==> src/rtl/sopc_data_bus_if.sv <==
// ----------------------------------------------------------------------------
// sopc_data_bus_if
//   Signal bundle for the SOPC data-side interconnect. It carries both sides of
//   the bus: the CPU data port (m_*) and the shared slave lines (s_*).
//
//   Handshake: the master raises m_ce with m_we/m_addr/m_sel/m_wdata stable and
//   keeps them stable while m_stall is high. The cycle in which m_stall is low
//   (RESP) is the single completion cycle; m_rdata/m_err are valid only then.
//   A slave completes by raising s_ack[i] while its s_ce[i] is high; acks on
//   unselected slaves, or outside an active request, are ignored.
//
//   Modports:
//     master - the environment: CPU request side plus the slave responders
//     slave  - the interconnect that answers the CPU and drives the slaves
// ----------------------------------------------------------------------------
interface sopc_data_bus_if #(
    parameter int ADDR_W     = 32,
    parameter int DATA_W     = 32,
    parameter int NUM_SLAVES = 4
);
    logic                         m_ce;
    logic                         m_we;
    logic [ADDR_W-1:0]            m_addr;
    logic [DATA_W/8-1:0]          m_sel;
    logic [DATA_W-1:0]            m_wdata;
    logic [DATA_W-1:0]            m_rdata;
    logic                         m_stall;
    logic                         m_err;

    logic [NUM_SLAVES-1:0]        s_ce;
    logic                         s_we;
    logic [ADDR_W-1:0]            s_addr;
    logic [DATA_W/8-1:0]          s_sel;
    logic [DATA_W-1:0]            s_wdata;
    logic [NUM_SLAVES*DATA_W-1:0] s_rdata;
    logic [NUM_SLAVES-1:0]        s_ack;

    modport master (
        output m_ce, m_we, m_addr, m_sel, m_wdata, s_rdata, s_ack,
        input  m_rdata, m_stall, m_err, s_ce, s_we, s_addr, s_sel, s_wdata
    );

    modport slave (
        input  m_ce, m_we, m_addr, m_sel, m_wdata, s_rdata, s_ack,
        output m_rdata, m_stall, m_err, s_ce, s_we, s_addr, s_sel, s_wdata
    );
endinterface

==> src/rtl/sopc_data_bus.sv <==
// ----------------------------------------------------------------------------
// sopc_data_bus
//   Data-side interconnect between the CPU data port and NUM_SLAVES
//   memory-mapped slaves. The top REGION_BITS address bits select the slave;
//   slaves may insert wait states by delaying s_ack; an unmapped region or an
//   access that is not acked within TIMEOUT cycles completes with m_err=1.
//
//   Ports:
//     clk            clock, rising edge
//     rst            asynchronous active-low reset
//     bus            sopc_data_bus_if.slave (m_* CPU side, s_* slave side)
//     dbg_state_o    FSM state: 0=IDLE, 1=REQ, 2=RESP
//   Optional (macro SOPC_DATA_BUS_PERF_EN):
//     perf_clr       synchronous clear of both counters (wins over increment)
//     perf_acc_cnt   completed accesses (+1 per RESP cycle), saturating
//     perf_wait_cnt  cycles spent in REQ, saturating
// ----------------------------------------------------------------------------
module sopc_data_bus #(
    parameter int ADDR_W      = 32,
    parameter int DATA_W      = 32,
    parameter int NUM_SLAVES  = 4,
    parameter int REGION_BITS = 4,
    parameter int TIMEOUT     = 255
) (
    input  logic                clk,
    input  logic                rst,
`ifdef SOPC_DATA_BUS_PERF_EN
    input  logic                perf_clr,
    output logic [31:0]         perf_acc_cnt,
    output logic [31:0]         perf_wait_cnt,
`endif
    output logic [1:0]          dbg_state_o,
    sopc_data_bus_if.slave      bus
);

    typedef enum logic [1:0] {
        IDLE = 2'd0,
        REQ  = 2'd1,
        RESP = 2'd2
    } state_t;

    localparam int SEL_W = DATA_W / 8;

    state_t                 state_q, state_d;
    logic [NUM_SLAVES-1:0]  s_ce_q, s_ce_d;
    logic                   s_we_q, s_we_d;
    logic [ADDR_W-1:0]      s_addr_q, s_addr_d;
    logic [SEL_W-1:0]       s_sel_q, s_sel_d;
    logic [DATA_W-1:0]      s_wdata_q, s_wdata_d;
    logic [DATA_W-1:0]      m_rdata_q, m_rdata_d;
    logic                   m_err_q, m_err_d;
    logic [15:0]            cnt_q, cnt_d;

    logic [REGION_BITS-1:0] req_idx;
    logic                   req_valid;
    logic                   ack_hit;
    logic [DATA_W-1:0]      ack_rdata;
    logic                   timeout_hit;

    assign req_idx   = bus.m_addr[ADDR_W-1 -: REGION_BITS];
    assign req_valid = 32'(req_idx) < NUM_SLAVES;

    // Only the selected slave's ack counts; s_ce_q is one-hot in REQ, so the
    // selected slave's read data falls out of the same scan.
    always_comb begin
        ack_hit   = 1'b0;
        ack_rdata = '0;
        for (int i = 0; i < NUM_SLAVES; i++) begin
            if (s_ce_q[i] && bus.s_ack[i]) begin
                ack_hit   = 1'b1;
                ack_rdata = bus.s_rdata[i*DATA_W +: DATA_W];
            end
        end
    end

    // The counter is cleared on entry to REQ, so the Nth REQ cycle sees N-1.
    assign timeout_hit = (cnt_q == 16'(TIMEOUT - 1));

    always_comb begin
        state_d   = state_q;
        s_ce_d    = s_ce_q;
        s_we_d    = s_we_q;
        s_addr_d  = s_addr_q;
        s_sel_d   = s_sel_q;
        s_wdata_d = s_wdata_q;
        m_rdata_d = m_rdata_q;
        m_err_d   = m_err_q;
        cnt_d     = cnt_q;
        case (state_q)
            IDLE: begin
                if (bus.m_ce) begin
                    s_we_d    = bus.m_we;
                    s_addr_d  = bus.m_addr;
                    s_sel_d   = bus.m_sel;
                    s_wdata_d = bus.m_wdata;
                    cnt_d     = '0;
                    if (req_valid) begin
                        for (int i = 0; i < NUM_SLAVES; i++) begin
                            s_ce_d[i] = (32'(req_idx) == i);
                        end
                        state_d = REQ;
                    end else begin
                        s_ce_d    = '0;
                        m_err_d   = 1'b1;
                        m_rdata_d = '0;
                        state_d   = RESP;
                    end
                end
            end
            REQ: begin
                cnt_d = cnt_q + 16'd1;
                // Ack is checked first so it wins over a coincident timeout.
                if (ack_hit) begin
                    m_rdata_d = s_we_q ? '0 : ack_rdata;
                    m_err_d   = 1'b0;
                    s_ce_d    = '0;
                    state_d   = RESP;
                end else if (timeout_hit) begin
                    m_rdata_d = '0;
                    m_err_d   = 1'b1;
                    s_ce_d    = '0;
                    state_d   = RESP;
                end
            end
            RESP: begin
                m_rdata_d = '0;
                m_err_d   = 1'b0;
                state_d   = IDLE;
            end
            default: begin
                state_d = IDLE;
            end
        endcase
    end

    always_ff @(posedge clk or negedge rst) begin
        if (!rst) begin
            state_q   <= IDLE;
            s_ce_q    <= '0;
            s_we_q    <= 1'b0;
            s_addr_q  <= '0;
            s_sel_q   <= '0;
            s_wdata_q <= '0;
            m_rdata_q <= '0;
            m_err_q   <= 1'b0;
            cnt_q     <= '0;
        end else begin
            state_q   <= state_d;
            s_ce_q    <= s_ce_d;
            s_we_q    <= s_we_d;
            s_addr_q  <= s_addr_d;
            s_sel_q   <= s_sel_d;
            s_wdata_q <= s_wdata_d;
            m_rdata_q <= m_rdata_d;
            m_err_q   <= m_err_d;
            cnt_q     <= cnt_d;
        end
    end

    assign bus.s_ce    = s_ce_q;
    assign bus.s_we    = s_we_q;
    assign bus.s_addr  = s_addr_q;
    assign bus.s_sel   = s_sel_q;
    assign bus.s_wdata = s_wdata_q;
    assign bus.m_rdata = m_rdata_q;
    assign bus.m_err   = m_err_q;
    // Low only in RESP, which is how the master sees completion.
    assign bus.m_stall = bus.m_ce && (state_q != RESP);
    assign dbg_state_o = state_q;

`ifdef SOPC_DATA_BUS_PERF_EN
    logic [31:0] acc_cnt_q, wait_cnt_q;

    always_ff @(posedge clk or negedge rst) begin
        if (!rst) begin
            acc_cnt_q  <= '0;
            wait_cnt_q <= '0;
        end else if (perf_clr) begin
            acc_cnt_q  <= '0;
            wait_cnt_q <= '0;
        end else begin
            if ((state_q == RESP) && (acc_cnt_q != '1)) begin
                acc_cnt_q <= acc_cnt_q + 32'd1;
            end
            if ((state_q == REQ) && (wait_cnt_q != '1)) begin
                wait_cnt_q <= wait_cnt_q + 32'd1;
            end
        end
    end

    assign perf_acc_cnt  = acc_cnt_q;
    assign perf_wait_cnt = wait_cnt_q;
`endif

endmodule

==> src/flat_wrapper.sv <==
// flat-port wrapper written by rule: the top's interface ports become plain ports
module sopc_data_bus_flat 
#(
    parameter int ADDR_W      = 32,
    parameter int DATA_W      = 32,
    parameter int NUM_SLAVES  = 4,
    parameter int REGION_BITS = 4,
    parameter int TIMEOUT     = 255
)
  (clk, rst, dbg_state_o, bus_m_ce, bus_m_we, bus_m_addr, bus_m_sel, bus_m_wdata, bus_s_rdata, bus_s_ack, bus_m_rdata, bus_m_stall, bus_m_err, bus_s_ce, bus_s_we, bus_s_addr, bus_s_sel, bus_s_wdata);
  sopc_data_bus_if #(.ADDR_W(ADDR_W), .DATA_W(DATA_W), .NUM_SLAVES(NUM_SLAVES)) bus_i ();
  input  logic clk;
  input  logic rst;
  output logic [1:0] dbg_state_o;
  input wire logic [$bits(bus_i.m_ce)-1:0] bus_m_ce;
  input wire logic [$bits(bus_i.m_we)-1:0] bus_m_we;
  input wire logic [$bits(bus_i.m_addr)-1:0] bus_m_addr;
  input wire logic [$bits(bus_i.m_sel)-1:0] bus_m_sel;
  input wire logic [$bits(bus_i.m_wdata)-1:0] bus_m_wdata;
  input wire logic [$bits(bus_i.s_rdata)-1:0] bus_s_rdata;
  input wire logic [$bits(bus_i.s_ack)-1:0] bus_s_ack;
  output wire logic [$bits(bus_i.m_rdata)-1:0] bus_m_rdata;
  output wire logic [$bits(bus_i.m_stall)-1:0] bus_m_stall;
  output wire logic [$bits(bus_i.m_err)-1:0] bus_m_err;
  output wire logic [$bits(bus_i.s_ce)-1:0] bus_s_ce;
  output wire logic [$bits(bus_i.s_we)-1:0] bus_s_we;
  output wire logic [$bits(bus_i.s_addr)-1:0] bus_s_addr;
  output wire logic [$bits(bus_i.s_sel)-1:0] bus_s_sel;
  output wire logic [$bits(bus_i.s_wdata)-1:0] bus_s_wdata;
  assign bus_i.m_ce = bus_m_ce;
  assign bus_i.m_we = bus_m_we;
  assign bus_i.m_addr = bus_m_addr;
  assign bus_i.m_sel = bus_m_sel;
  assign bus_i.m_wdata = bus_m_wdata;
  assign bus_i.s_rdata = bus_s_rdata;
  assign bus_i.s_ack = bus_s_ack;
  assign bus_m_rdata = bus_i.m_rdata;
  assign bus_m_stall = bus_i.m_stall;
  assign bus_m_err = bus_i.m_err;
  assign bus_s_ce = bus_i.s_ce;
  assign bus_s_we = bus_i.s_we;
  assign bus_s_addr = bus_i.s_addr;
  assign bus_s_sel = bus_i.s_sel;
  assign bus_s_wdata = bus_i.s_wdata;
  sopc_data_bus #(.ADDR_W(ADDR_W), .DATA_W(DATA_W), .NUM_SLAVES(NUM_SLAVES), .REGION_BITS(REGION_BITS), .TIMEOUT(TIMEOUT)) u_core (.clk(clk), .rst(rst), .dbg_state_o(dbg_state_o), .bus(bus_i));
endmodule
==> config.mk <==
export PLATFORM = sky130hd
export DESIGN_NAME = sopc_data_bus_flat
export DESIGN_NICKNAME = d
export VERILOG_FILES = /design/src/rtl/sopc_data_bus_if.sv /design/src/rtl/sopc_data_bus.sv /design/src/flat_wrapper.sv
export SDC_FILE = /design/constraint.sdc
export NUM_CORES = 1
export LEC_CHECK = 0
export CORE_AREA = 2 2 121 123
export CTS_BUF_LIST = sky130_fd_sc_hd__clkbuf_4
export CTS_CLUSTER_DIAMETER = 120
export DETAILED_ROUTE_END_ITERATION = 8
export DIE_AREA = 0 0 123 125
export GPL_ROUTABILITY_DRIVEN = 0
export PLACE_DENSITY = 0.9
export SLEW_MARGIN = 10
export SYNTH_ARGS = -nofsm -noshare
export SYNTH_HDL_FRONTEND = slang
export SYNTH_SLANG_ARGS = --single-unit
==> constraint.sdc <==
create_clock -name clk -period 4.6 [get_ports clk]
set_input_delay 0.69 -clock clk [delete_from_list [all_inputs] [get_ports clk]]
set_output_delay 0.69 -clock clk [all_outputs]
set_load 0.05 [all_outputs]
======== After elaboration in Yosys (flattened, before gate mapping) ========
Cells that the tools add are included.
word-level totals
  logic and storage cells ................. 66
  input port bits ......................... 204
  output and inout bits ................... 109
  bits in registers ....................... 124
cells by class
  reductions and logical operators ........ 14
  $lt $le $gt $ge ......................... 1
  $add $sub $neg .......................... 1
  eq/ne operators ......................... 10
  muxes and demuxes ....................... 31
operator list
  cell                     count
  $mux W32                 9
  $pmux W32 S3             1
  $pmux W16 S2             1
  $add A16 B1 Y16 const B  1
  $eq A16 B8 Y1 const B    1
  $mux W16                 1
  $mux W4                  4
  $eq A4 B2 Y1 const B     2
  $mux W1                  8
  $mux W2                  4
  $pmux W4 S2              1
  $ne A2 B2 Y1 const B     3
  $reduce_and A2 Y1        3
  $logic_and A1 B1 Y1      5
  $eq A4 B1 Y1 const B     1
  $logic_not A4 Y1         1
  $lt A4 B3 Y1 const B     1
  $pmux W2 S2              1
  $reduce_and A4 Y1        1
  $ne A3 B1 Y1 const B     1
  $pmux W1 S3              1
  $reduce_and A3 Y1        1
  $reduce_bool A3 Y1       1
  $eq A2 B1 Y1 const B     1
  3 further kinds          3

======== Longest topological paths before layout ========
Gate-level depths: netlist of the first run.
  depth in word-level cells ............... 8
  gate-level depth with buffers ........... 7
  mapped depth without buffers ............ 6

======== Least setup slack after synthesis of the first run ========
OpenSTA, ideal clock, no wires.
  kind .................................... flip-flop to output port
  from .................................... register u_core.state_q[0], in the netlist u_core.dbg_state_o[0]
  to ...................................... output port bus_m_stall
  buffers on the path ..................... 1
  required time ........................... 3.910 ns
  setup slack ............................. 1.860 ns
  data arrival time ....................... 2.050 ns
  cell stages (with the launch flop) ...... 4
  path through ............................ dfrtp_1 -> buf_2 -> inv_1 -> a21boi_0
on the way
  cells in the longest elaborated chain, start to end .. 2
ends and longest elaborated chain
  element                 line                  source
  from (decl)             sopc_data_bus.sv:44   state_t state_q, state_d;
  from (signal assigned)  sopc_data_bus.sv:148  state_q <= state_d;
  $ne A2 B2 Y1            sopc_data_bus.sv:168  assign bus.m_stall = bus.m_ce && (state_q != RESP);
  $logic_and A1 B1 Y1     sopc_data_bus.sv:168
  to (decl)               flat_wrapper.sv:23    output wire logic [$bits(bus_i.m_stall)-1:0] bus_m_stall;
Every way passes these cells.

======== Worst setup path after layout of the first run ========
  from .................................... input port bus_m_ce
  to ...................................... output port bus_m_stall
on the way
  cells in the longest elaborated chain, start to end .. 1
ends and longest elaborated chain
  element              line                  source
  from (decl)          flat_wrapper.sv:15    input wire logic [$bits(bus_i.m_ce)-1:0] bus_m_ce;
  $logic_and A1 B1 Y1  sopc_data_bus.sv:168
Every way passes these cells.

==> flow_summary.ini, run 1 <==
[status]
status = finished, final reports clean

[route]
route.detailed.drc = 0
wl_um = 20000
drtIter0Drc = 432
routedWlPerCell_um = 18.1
drt-pass1-iter-count = 5
viasPerCell = 5.39
drt.antenna.violating_nets = 0
via_count = 5948

[sta]
hold_viol_final = 0
drv_slew = 0
tns_ns = 0
setup_ws_ns = 1.51
finalCritPeriodShare_pct = 67.2
tightest_slew_ns = 1.06
rsz0062_at_grt = no
max_slew_margin_pct = 29.1
fin_crit_ns = 3.09
fin_worst_skew_ns = 0.0161
final-setup-viol-count = 0
clock.fmax_ghz = 0.324

[global_route]
grt_overflow = 0
use_met3_pct = 8.07
antenna_found_initial = 1
grtUsageMet2_pct = 42.2
grt_start_max_net_pins = 52
grt_use_total_pct = 25.7
met1_usage_pct = 30.4
grt_pass1_wl_um = 30500
first_global_vias = 5893
gr-max-usage-layer = met2

[hold_path]
worstHoldPathType = input port to async pin

[job]
max-cap-violations = 0

[synthesis]
synth_top_area_cell = dfrtp_1
ys_seq_area_share_pct = 55.2
synthTopCellsByArea = dfrtp_1 (55%), nand2_1 (15%), a221oi_1 (5.0%)
synth_warnings = 0
synthDistinctLibCells = 45
synth_area_sq_mm = 0.00562
syn-num-nets = 815
avgSynthCellArea_sq_um = 9.22
synthCells = 609
synthDominantCellAreaShare_pct = 55.2
ys_ff_latch = 124

[worst_setup_path]
slowest_delay_ns = 0.85
end_kind = output port
cp.arrival_ns = 2.40
cp_max_fo = 6
cp_slowest_cell = clkdlybuf4s50_1
cp_data_required_time_ns = 3.91
critPathTopFamily = buffers and inverters
critPathBufInv = 2
cpMostUsedCell = clkdlybuf4s50_1
critPathKind = input port to output port
cp-start-kind = input port
worstPathCellList = clkdlybuf4s50_1 > a21boi_0 > clkdlybuf4s50_1

[place]
dp_slack_ns = 1.52
placedCellCount = 1072
hpwl_um = 14600
io_buffers = 312

[floorplanning]
initial_utilization_pct = 39.5
ios = 313
die_h_um = 125
fp.coreArea_sq_mm = 0.0142
dieArea_sq_mm = 0.0154
rows = 44
die_w_um = 123

[cells_and_area]
nNetsFinal = 1113
final_cells = 1104
layout-drive-gt1-share_pct = 5.33
area_growth_pct = 63.5

[power]
ir_drop_v = 0.000551
p_per_area_mw_per_mm2 = 605
p_leak_uw = 0.00391
total_power_uw = 5560

[clock_tree]
numCtsBuffers = 17
path_clk_slew_ns = 0.11
clock-sinks = 124
cts-root-buf = clkbuf_4
cts_resized = 0
postCtsSetupBuffers = 0
cts_tree = built
max-clock-path-buffers = 2
htree_levels = 4
clkLatencyLatePin_ns = 0.52
cts_hold_buf = 0
[placed cells by master, fill, tap and decap left out, drive strengths merged, types with 2 or more instances in the layout]
cell type / count
nand3: 8
clkinv: 4
or3: 2
a221oi: 32
a21oi: 2
o2bb2ai: 2
nor3: 3
ha: 2
nor4: 3
o21ai: 13
o31ai: 4
and4: 3
o221ai: 32
and2: 3
clkbuf: 19
nand4: 5
inv: 39
nor4bb: 2
clkinvlp: 4
nor2: 5
and3: 4
o211ai: 3
clkdlybuf4s50: 311
dfrtp: 124
buf: 11
nand2: 224
o22ai: 33
bufinv: 4
[through the flow]
| stage | cell area (sq um) | utilization (%) | hold slack (ns) |
|---|---|---|---|
| after floorplan | 5620 | - | 0.394 |
| after global placement | 8870 | 62.4 | 0.456 |
| after detailed placement | 8870 | 62.4 | 0.461 |
| after CTS | 9180 | 64.6 | 0.141 |
| after global routing | 9180 | 64.7 | 0.181 |
| final | 9180 | 64.7 | 0.184 |
[synthesized netlist by cell type (all sizes together)]
master	number
o221ai	32
o311ai	1
inv	39
a32o	1
o311a	1
nand2	224
nor4	3
and3	4
a21oi	2
nor2	5
o21ai	13
a211o	1
o41ai	1
a21o	1
ha	2
a21boi	1
clkbuf	34
buf	9
and4b	1
nand2b	1
nor2b	1
o32a	1
nor3	3
nand4	5
nor3b	1
xor2	1
nor4bb	2
a31oi	1
and4	3
or3b	1
o21bai	1
o31ai	4
mux2i	1
and2	3
a221oi	32
dfrtp	124
o2bb2ai	2
o211ai	3
a22o	1
or3	2
o22ai	33
nand3	8
[layer usage]
layer | share of wire (%) | vias up
met5 | 0 | -
met4 | 3.9 | 0
met3 | 9.6 | 64
met2 | 48 | 336
met1 | 38 | 2812
li1 | - | 2736
[registers in the layout, indices dropped and copies added, names as in the netlist]
signal / cells
u_core.bus.m_err: 1
u_core.bus.m_rdata: 32
u_core.bus.s_addr: 32
u_core.bus.s_ce: 4
u_core.bus.s_sel: 4
u_core.bus.s_wdata: 32
u_core.bus.s_we: 1
u_core.cnt_q: 16
u_core.dbg_state_o: 2
[cells by family (layout without fill, tap and decap cells)]
group	after synthesis	after routing	share of synthesized area [%]
AO/OA/AOI/OAI	132	132	18.3
XOR/XNOR	1	1	0.156
flip-flops	124	124	55.2
buffers and inverters	82	392	5.90
other	0	1	0
AND/OR/NAND/NOR	267	267	19.7
multiplexers	1	1	0.178
adder cells (fa/ha/maj)	2	2	0.445
[final cells by class]
class / instances / area (sq um)
antenna: 1 / 2.50
clock buffer: 19 / 143
clock inverter: 12 / 173
sequential: 124 / 3100
fill: 1116 / 5020
inverter: 39 / 146
multi-input combinational: 403 / 2190
tap: 184 / 230
timing repair buffer: 322 / 3200
[worst reg2reg max path, cell delays in order, from the launching register on]
cell      delay (ns)
dfrtp_1         0.56
nand2b_1        0.34
nor2_2          0.90
buf_4           0.33
o221ai_1        0.16
o22ai_1         0.17
[where the power goes]
part           switching, uW  leakage (uW)  total, uW  internal [uW]
Sequential               214       0.00161       1640           1430
Clock                    415      0.000158        852            437
Combinational           2050       0.00214       3060           1010
Total                   2670       0.00391       5560           2880
[final timing paths]
kind / slack (ns) / start / end / depth (start not counted)
worst max-delay path: 1.51 / bus_m_ce / bus_m_stall / 3
worst min-delay path: 0.18 / rst / u_core.bus.s_addr[3]$_DFFE_PN0P_ / 1
worst max register to register: 2.05 / u_core.dbg_state_o[0]$_DFFE_PN0P_ / u_core.bus.m_rdata[25]$_DFFE_PN0P_ / 5
worst min register to register: 0.48 / u_core.bus.s_wdata[23]$_DFFE_PN0P_ / u_core.bus.s_wdata[23]$_DFFE_PN0P_ / 2
max in group asynchronous: 3.44 / rst / u_core.bus.s_wdata[0]$_DFFE_PN0P_ / 2
min in group clk: 0.48 / u_core.bus.s_wdata[23]$_DFFE_PN0P_ / u_core.bus.s_wdata[23]$_DFFE_PN0P_ / 2
Note: power is estimated with default switching activity, not from simulation.
==> inputs of run 2 (changes only) <==
--- a/config.mk
+++ b/config.mk
@@ -5,11 +5,10 @@
 export SDC_FILE = /design/constraint.sdc
 export NUM_CORES = 1
 export LEC_CHECK = 0
-export CORE_AREA = 2 2 121 123
+export CORE_UTILIZATION = 40
 export CTS_BUF_LIST = sky130_fd_sc_hd__clkbuf_4
 export CTS_CLUSTER_DIAMETER = 120
 export DETAILED_ROUTE_END_ITERATION = 8
-export DIE_AREA = 0 0 123 125
 export GPL_ROUTABILITY_DRIVEN = 0
 export PLACE_DENSITY = 0.9
 export SLEW_MARGIN = 10
==> constraint.sdc (replaced) <==
create_clock -name clk -period 2.85 [get_ports clk]
set_input_delay 0.4275 -clock clk [delete_from_list [all_inputs] [get_ports clk]]
set_output_delay 0.4275 -clock clk [all_outputs]
set_load 0.05 [all_outputs]
==> flow_summary.ini, run 2 (synthesized netlist as in run 1, its figures left out) <==
[worst_setup_path]
worstReg2RegEnd = u_core.cnt_q[15]$_DFFE_PN0P_
cp_slowest_cell = clkdlybuf4s50_1
critPathKind = register to output port
end_kind = output port
worstPathCellList = clkdlybuf4s50_1
crit_path_start = u_core.dbg_state_o[0]$_DFFE_PN0P_
cp_max_fo = 11
r2r_slack_ns = 0.75
cp.arrival_ns = 2.03
critPathBufInv = 1
cp-start-kind = register
rr_worst_depth = 4
cp_data_required_time_ns = 2.42
rr_startpoint = u_core.dbg_state_o[0]$_DFFE_PN0P_
slowest_delay_ns = 0.90
critPathTopFamily = buffers and inverters

[clock_tree]
path_clk_slew_ns = 0.12
numCtsBuffers = 17
clkLatencyLatePin_ns = 0.56
cts-root-buf = clkbuf_4
cts_resized = 0
max-clock-path-buffers = 2
htree_levels = 4
cts_tree = built
clock-sinks = 124

[global_route]
grt_pass1_wl_um = 30100
grt_overflow = 0
grt_start_max_net_pins = 63
grt_use_total_pct = 27.3
antenna_found_initial = 0
first_global_vias = 6024

[cells_and_area]
layout_commonest_cell = clkdlybuf4s50_1
layout-drive-gt1-share_pct = 5.53
nNetsFinal = 1116
area_growth_pct = 62.6
fill_cells = 1030
layout_common_cells = clkdlybuf4s50_1 (310), nand2_1 (223), dfrtp_1 (124)
antennaDiodeCount = 0

[power]
ir_drop_v = 0.00100
total_power_uw = 8670
p_per_area_mw_per_mm2 = 950
p_leak_uw = 0.00390

[floorplanning]
rows = 42
initial_utilization_pct = 41.8
dieArea_sq_mm = 0.0145
fp.coreArea_sq_mm = 0.0135
die_w_um = 120
die_h_um = 120
ios = 313

[sta]
fin_worst_skew_ns = 0.0186
tns_ns = 0
fin_crit_ns = 2.46
tightest_slew_ns = 0.708
drv_slew = 0
final-setup-viol-count = 0
hold_viol_final = 0
finalCritPeriodShare_pct = 86.2
max_slew_margin_pct = 52.7
rsz0062_at_grt = no
clock.fmax_ghz = 0.407

[route]
drtIter0Drc = 385
viasPerCell = 5.39
wl_um = 19900
drt-pass1-iter-count = 5
via_count = 5924
route.detailed.drc = 0
routedWlPerCell_um = 18.1
drt.antenna.violating_nets = 0

[place]
io_buffers = 312
hpwl_um = 14700

[hold_path]
worstHoldPathType = input port to async pin

[job]
max-cap-violations = 0

[status]
status = finished, final reports clean
[run 2: changes by cell type in the layout (fill, tap and decap cells not counted), sizes merged]
cell | before | now
clkinvlp | 4 | 3
clkinv | 4 | 11
clkbuf | 19 | 18
diode | 1 | 0
dlygate4sd3 | 0 | 1
bufinv | 4 | 0
clkdlybuf4s50 | 311 | 310
buf | 11 | 14
[run 2: routing by layer]
| layer | part of all wire (%) | global-route usage [%] | up-vias |
|---|---|---|---|
| met2 | 48 | 45.5 | 308 |
| met3 | 9.7 | 10.7 | 50 |
| met4 | 3.6 | 12.0 | 0 |
| li1 | - | - | 2736 |
| met1 | 39 | 30.8 | 2830 |
| met5 | 0 | 0 | - |
[run 2: worst max-delay path by stage]
stage | to | slack [ns] | depth (start not counted)
2_1_floorplan | bus_m_stall | 0.37 | 3
3_3_place_gp | u_core.bus.m_rdata[23]$_DFFE_PN0P_ | 0.55 | 5
3_5_place_dp | u_core.bus.m_rdata[22]$_DFFE_PN0P_ | 0.49 | 5
4_1_cts | dbg_state_o[0] | 0.34 | 1
5_1_grt | dbg_state_o[0] | 0.29 | 1
6_report | dbg_state_o[0] | 0.39 | 1
[run 2: report_power, final]
group          switching (uW)  leakage [uW]  total [uW]  internal [uW]
registers                 354       0.00161        2660           2310
clock network             672      0.000120        1010            335
logic                    3330       0.00217        5000           1670
total                    4360       0.00390        8670           4320
[run 2: final cells by class]
class                           count  area, sq um  share of cell area (%)
Sequential cell                   124         3100                    34.0
Clock buffer                       18          135                    1.48
Inverter                           39          146                    1.60
Timing Repair Buffer              325         3260                    35.6
Multi-Input combinational cell    403         2190                    24.0
Clock inverter                     14         81.3                   0.891
Tap cell                          176          220                    2.41
[run 2: through the flow]
step                worst slack [ns]  area (sq um)  hold WS (ns)  std cells  utilization (%)
global route                   0.289          9130         0.346       1099             67.9
floorplan                      0.373          5620         0.132        609                -
global placement               0.554          8910         0.447       1066             66.2
CTS                            0.337          9130         0.337       1099             67.9
finish                         0.392          9130         0.378       1099             67.9
detailed placement             0.485          8910         0.443       1066             66.2
[run 2: what timing repair did]
action                                  4_1_cts  5_1_grt
buffers inserted                              0        0
endpoints found under the setup margin        0        0
hold buffers                                  1        0
endpoints found under the hold margin        40        0
==> inputs of run 3 (changes only) <==
--- a/config.mk
+++ b/config.mk
@@ -5,6 +5,7 @@
 export SDC_FILE = /design/constraint.sdc
 export NUM_CORES = 1
 export LEC_CHECK = 0
+export CORE_MARGIN = 4
 export CORE_UTILIZATION = 40
 export CTS_BUF_LIST = sky130_fd_sc_hd__clkbuf_4
 export CTS_CLUSTER_DIAMETER = 120
==> flow_summary.ini, run 3 (synthesized netlist as in run 1, its figures left out) <==
[status]
status = finished, final reports clean

[global_route]
first_global_vias = 5901
grt_use_total_pct = 25.5
grt_start_max_net_pins = 71
grt_overflow = 0
grt_pass1_wl_um = 32200
antenna_found_initial = 0

[route]
drtIter0Drc = 650
wl_um = 20800
routedWlPerCell_um = 18.9
drt-pass1-iter-count = 6
drt.antenna.violating_nets = 0
viasPerCell = 5.38
via_count = 5918
route.detailed.drc = 0

[sta]
clock.fmax_ghz = 0.407
setup_ws_ns = 0.396
drv_slew = 0
finalCritPeriodShare_pct = 86.1
final-setup-viol-count = 0
tightest_slew_ns = 0.729
max_slew_margin_pct = 51.3
fin_worst_skew_ns = 0.0162
rsz0062_at_grt = no
tns_ns = 0
fin_crit_ns = 2.45
hold_viol_final = 0

[clock_tree]
postCtsSetupBuffers = 0
cts-root-buf = clkbuf_4
path_clk_slew_ns = 0.11
htree_levels = 4
clock-sinks = 124
clkLatencyLatePin_ns = 0.53
max-clock-path-buffers = 2
numCtsBuffers = 17
cts_tree = built

[worst_setup_path]
cp_max_fo = 11
critPathBufInv = 1
cp_data_required_time_ns = 2.42
slowest_delay_ns = 0.94
critPathTopFamily = buffers and inverters
worstPathCellList = clkdlybuf4s50_1
cp.arrival_ns = 2.03
cp_slowest_cell = clkdlybuf4s50_1
cp-start-kind = register
critPathKind = register to output port
end_kind = output port

[floorplanning]
rows = 43
dieArea_sq_mm = 0.0160
ios = 313
die_w_um = 126
initial_utilization_pct = 40.6
die_h_um = 126
fp.coreArea_sq_mm = 0.0138

[cells_and_area]
antennaDiodeCount = 0
layout_commonest_cell = clkdlybuf4s50_1
layout_common_cells = clkdlybuf4s50_1 (310), nand2_1 (223), dfrtp_1 (124)
layout-drive-gt1-share_pct = 4.89
area_growth_pct = 62.5
nNetsFinal = 1115

[power]
p_leak_uw = 0.00389
ir_drop_v = 0.000842
p_per_area_mw_per_mm2 = 954

[place]
io_buffers = 312
hpwl_um = 15600
dp_slack_ns = 0.499

[job]
max-cap-violations = 0

[hold_path]
worstHoldPathType = input port to async pin
==> run 3: power by group <==
part | leakage, uW | switching (uW) | total (uW) | internal [uW]
Sequential | 0.00161 | 354 | 2660 | 2310
Combinational | 0.00216 | 3320 | 4980 | 1660
Clock | 0.000121 | 639 | 1060 | 422
Total | 0.00389 | 4310 | 8700 | 4390
==> run 3: cell type report <==
class | count | area [sq um]
Tap cell | 180 | 225
Clock inverter | 12 | 81.3
Multi-Input combinational cell | 403 | 2190
Timing Repair Buffer | 324 | 3240
Sequential cell | 124 | 3100
Fill cell | 1064 | 4700
Inverter | 39 | 146
Clock buffer | 19 | 143
==> run 3: per-layer routing <==
metal	wire, um	global-route usage, %	vias up
met2	10000	41.1	333
met1	8000	31.8	2790
met5	0	0	-
li1	-	-	2745
met3	2140	8.59	50
met4	639	9.72	0
==> run 3: stage by stage <==
step | std cells | total power (uW) | cell area [sq um] | util, % | hold slack, ns
2_1_floorplan | 609 | 5820 | 5620 | - | 0.132
3_3_place_gp | 1069 | 7570 | 8890 | 64.3 | 0.305
3_5_place_dp | 1069 | 7680 | 8890 | 64.3 | 0.306
4_1_cts | 1101 | 8770 | 9130 | 66.0 | 0.253
5_1_grt | 1101 | 9190 | 9130 | 66.0 | 0.272
6_report | 1101 | 8700 | 9130 | 66.0 | 0.300
==> run 3: path summary, 6_finish.rpt <==
path | cells past startpoint | to | startpoint | slack [ns]
setup / recovery | 1 | dbg_state_o[0] | u_core.dbg_state_o[0]$_DFFE_PN0P_ | 0.40
hold / removal | 2 | u_core.bus.m_rdata[5]$_DFFE_PN0P_ | rst | 0.30
setup reg to reg | 4 | u_core.cnt_q[15]$_DFFE_PN0P_ | u_core.dbg_state_o[0]$_DFFE_PN0P_ | 0.78
hold reg to reg | 2 | u_core.bus.s_wdata[17]$_DFFE_PN0P_ | u_core.bus.s_wdata[17]$_DFFE_PN0P_ | 0.48
max in group asynchronous | 3 | u_core.bus.s_wdata[6]$_DFFE_PN0P_ | rst | 1.74
min in group clk | 3 | u_core.bus.s_addr[10]$_DFFE_PN0P_ | bus_m_addr[10] | 0.42
==> run 3: repair_timing <==
item / 4_1_cts / 5_1_grt
resized for setup: 0 / 0
hold endpoints to repair: 14 / 0
hold buffers: 1 / 0
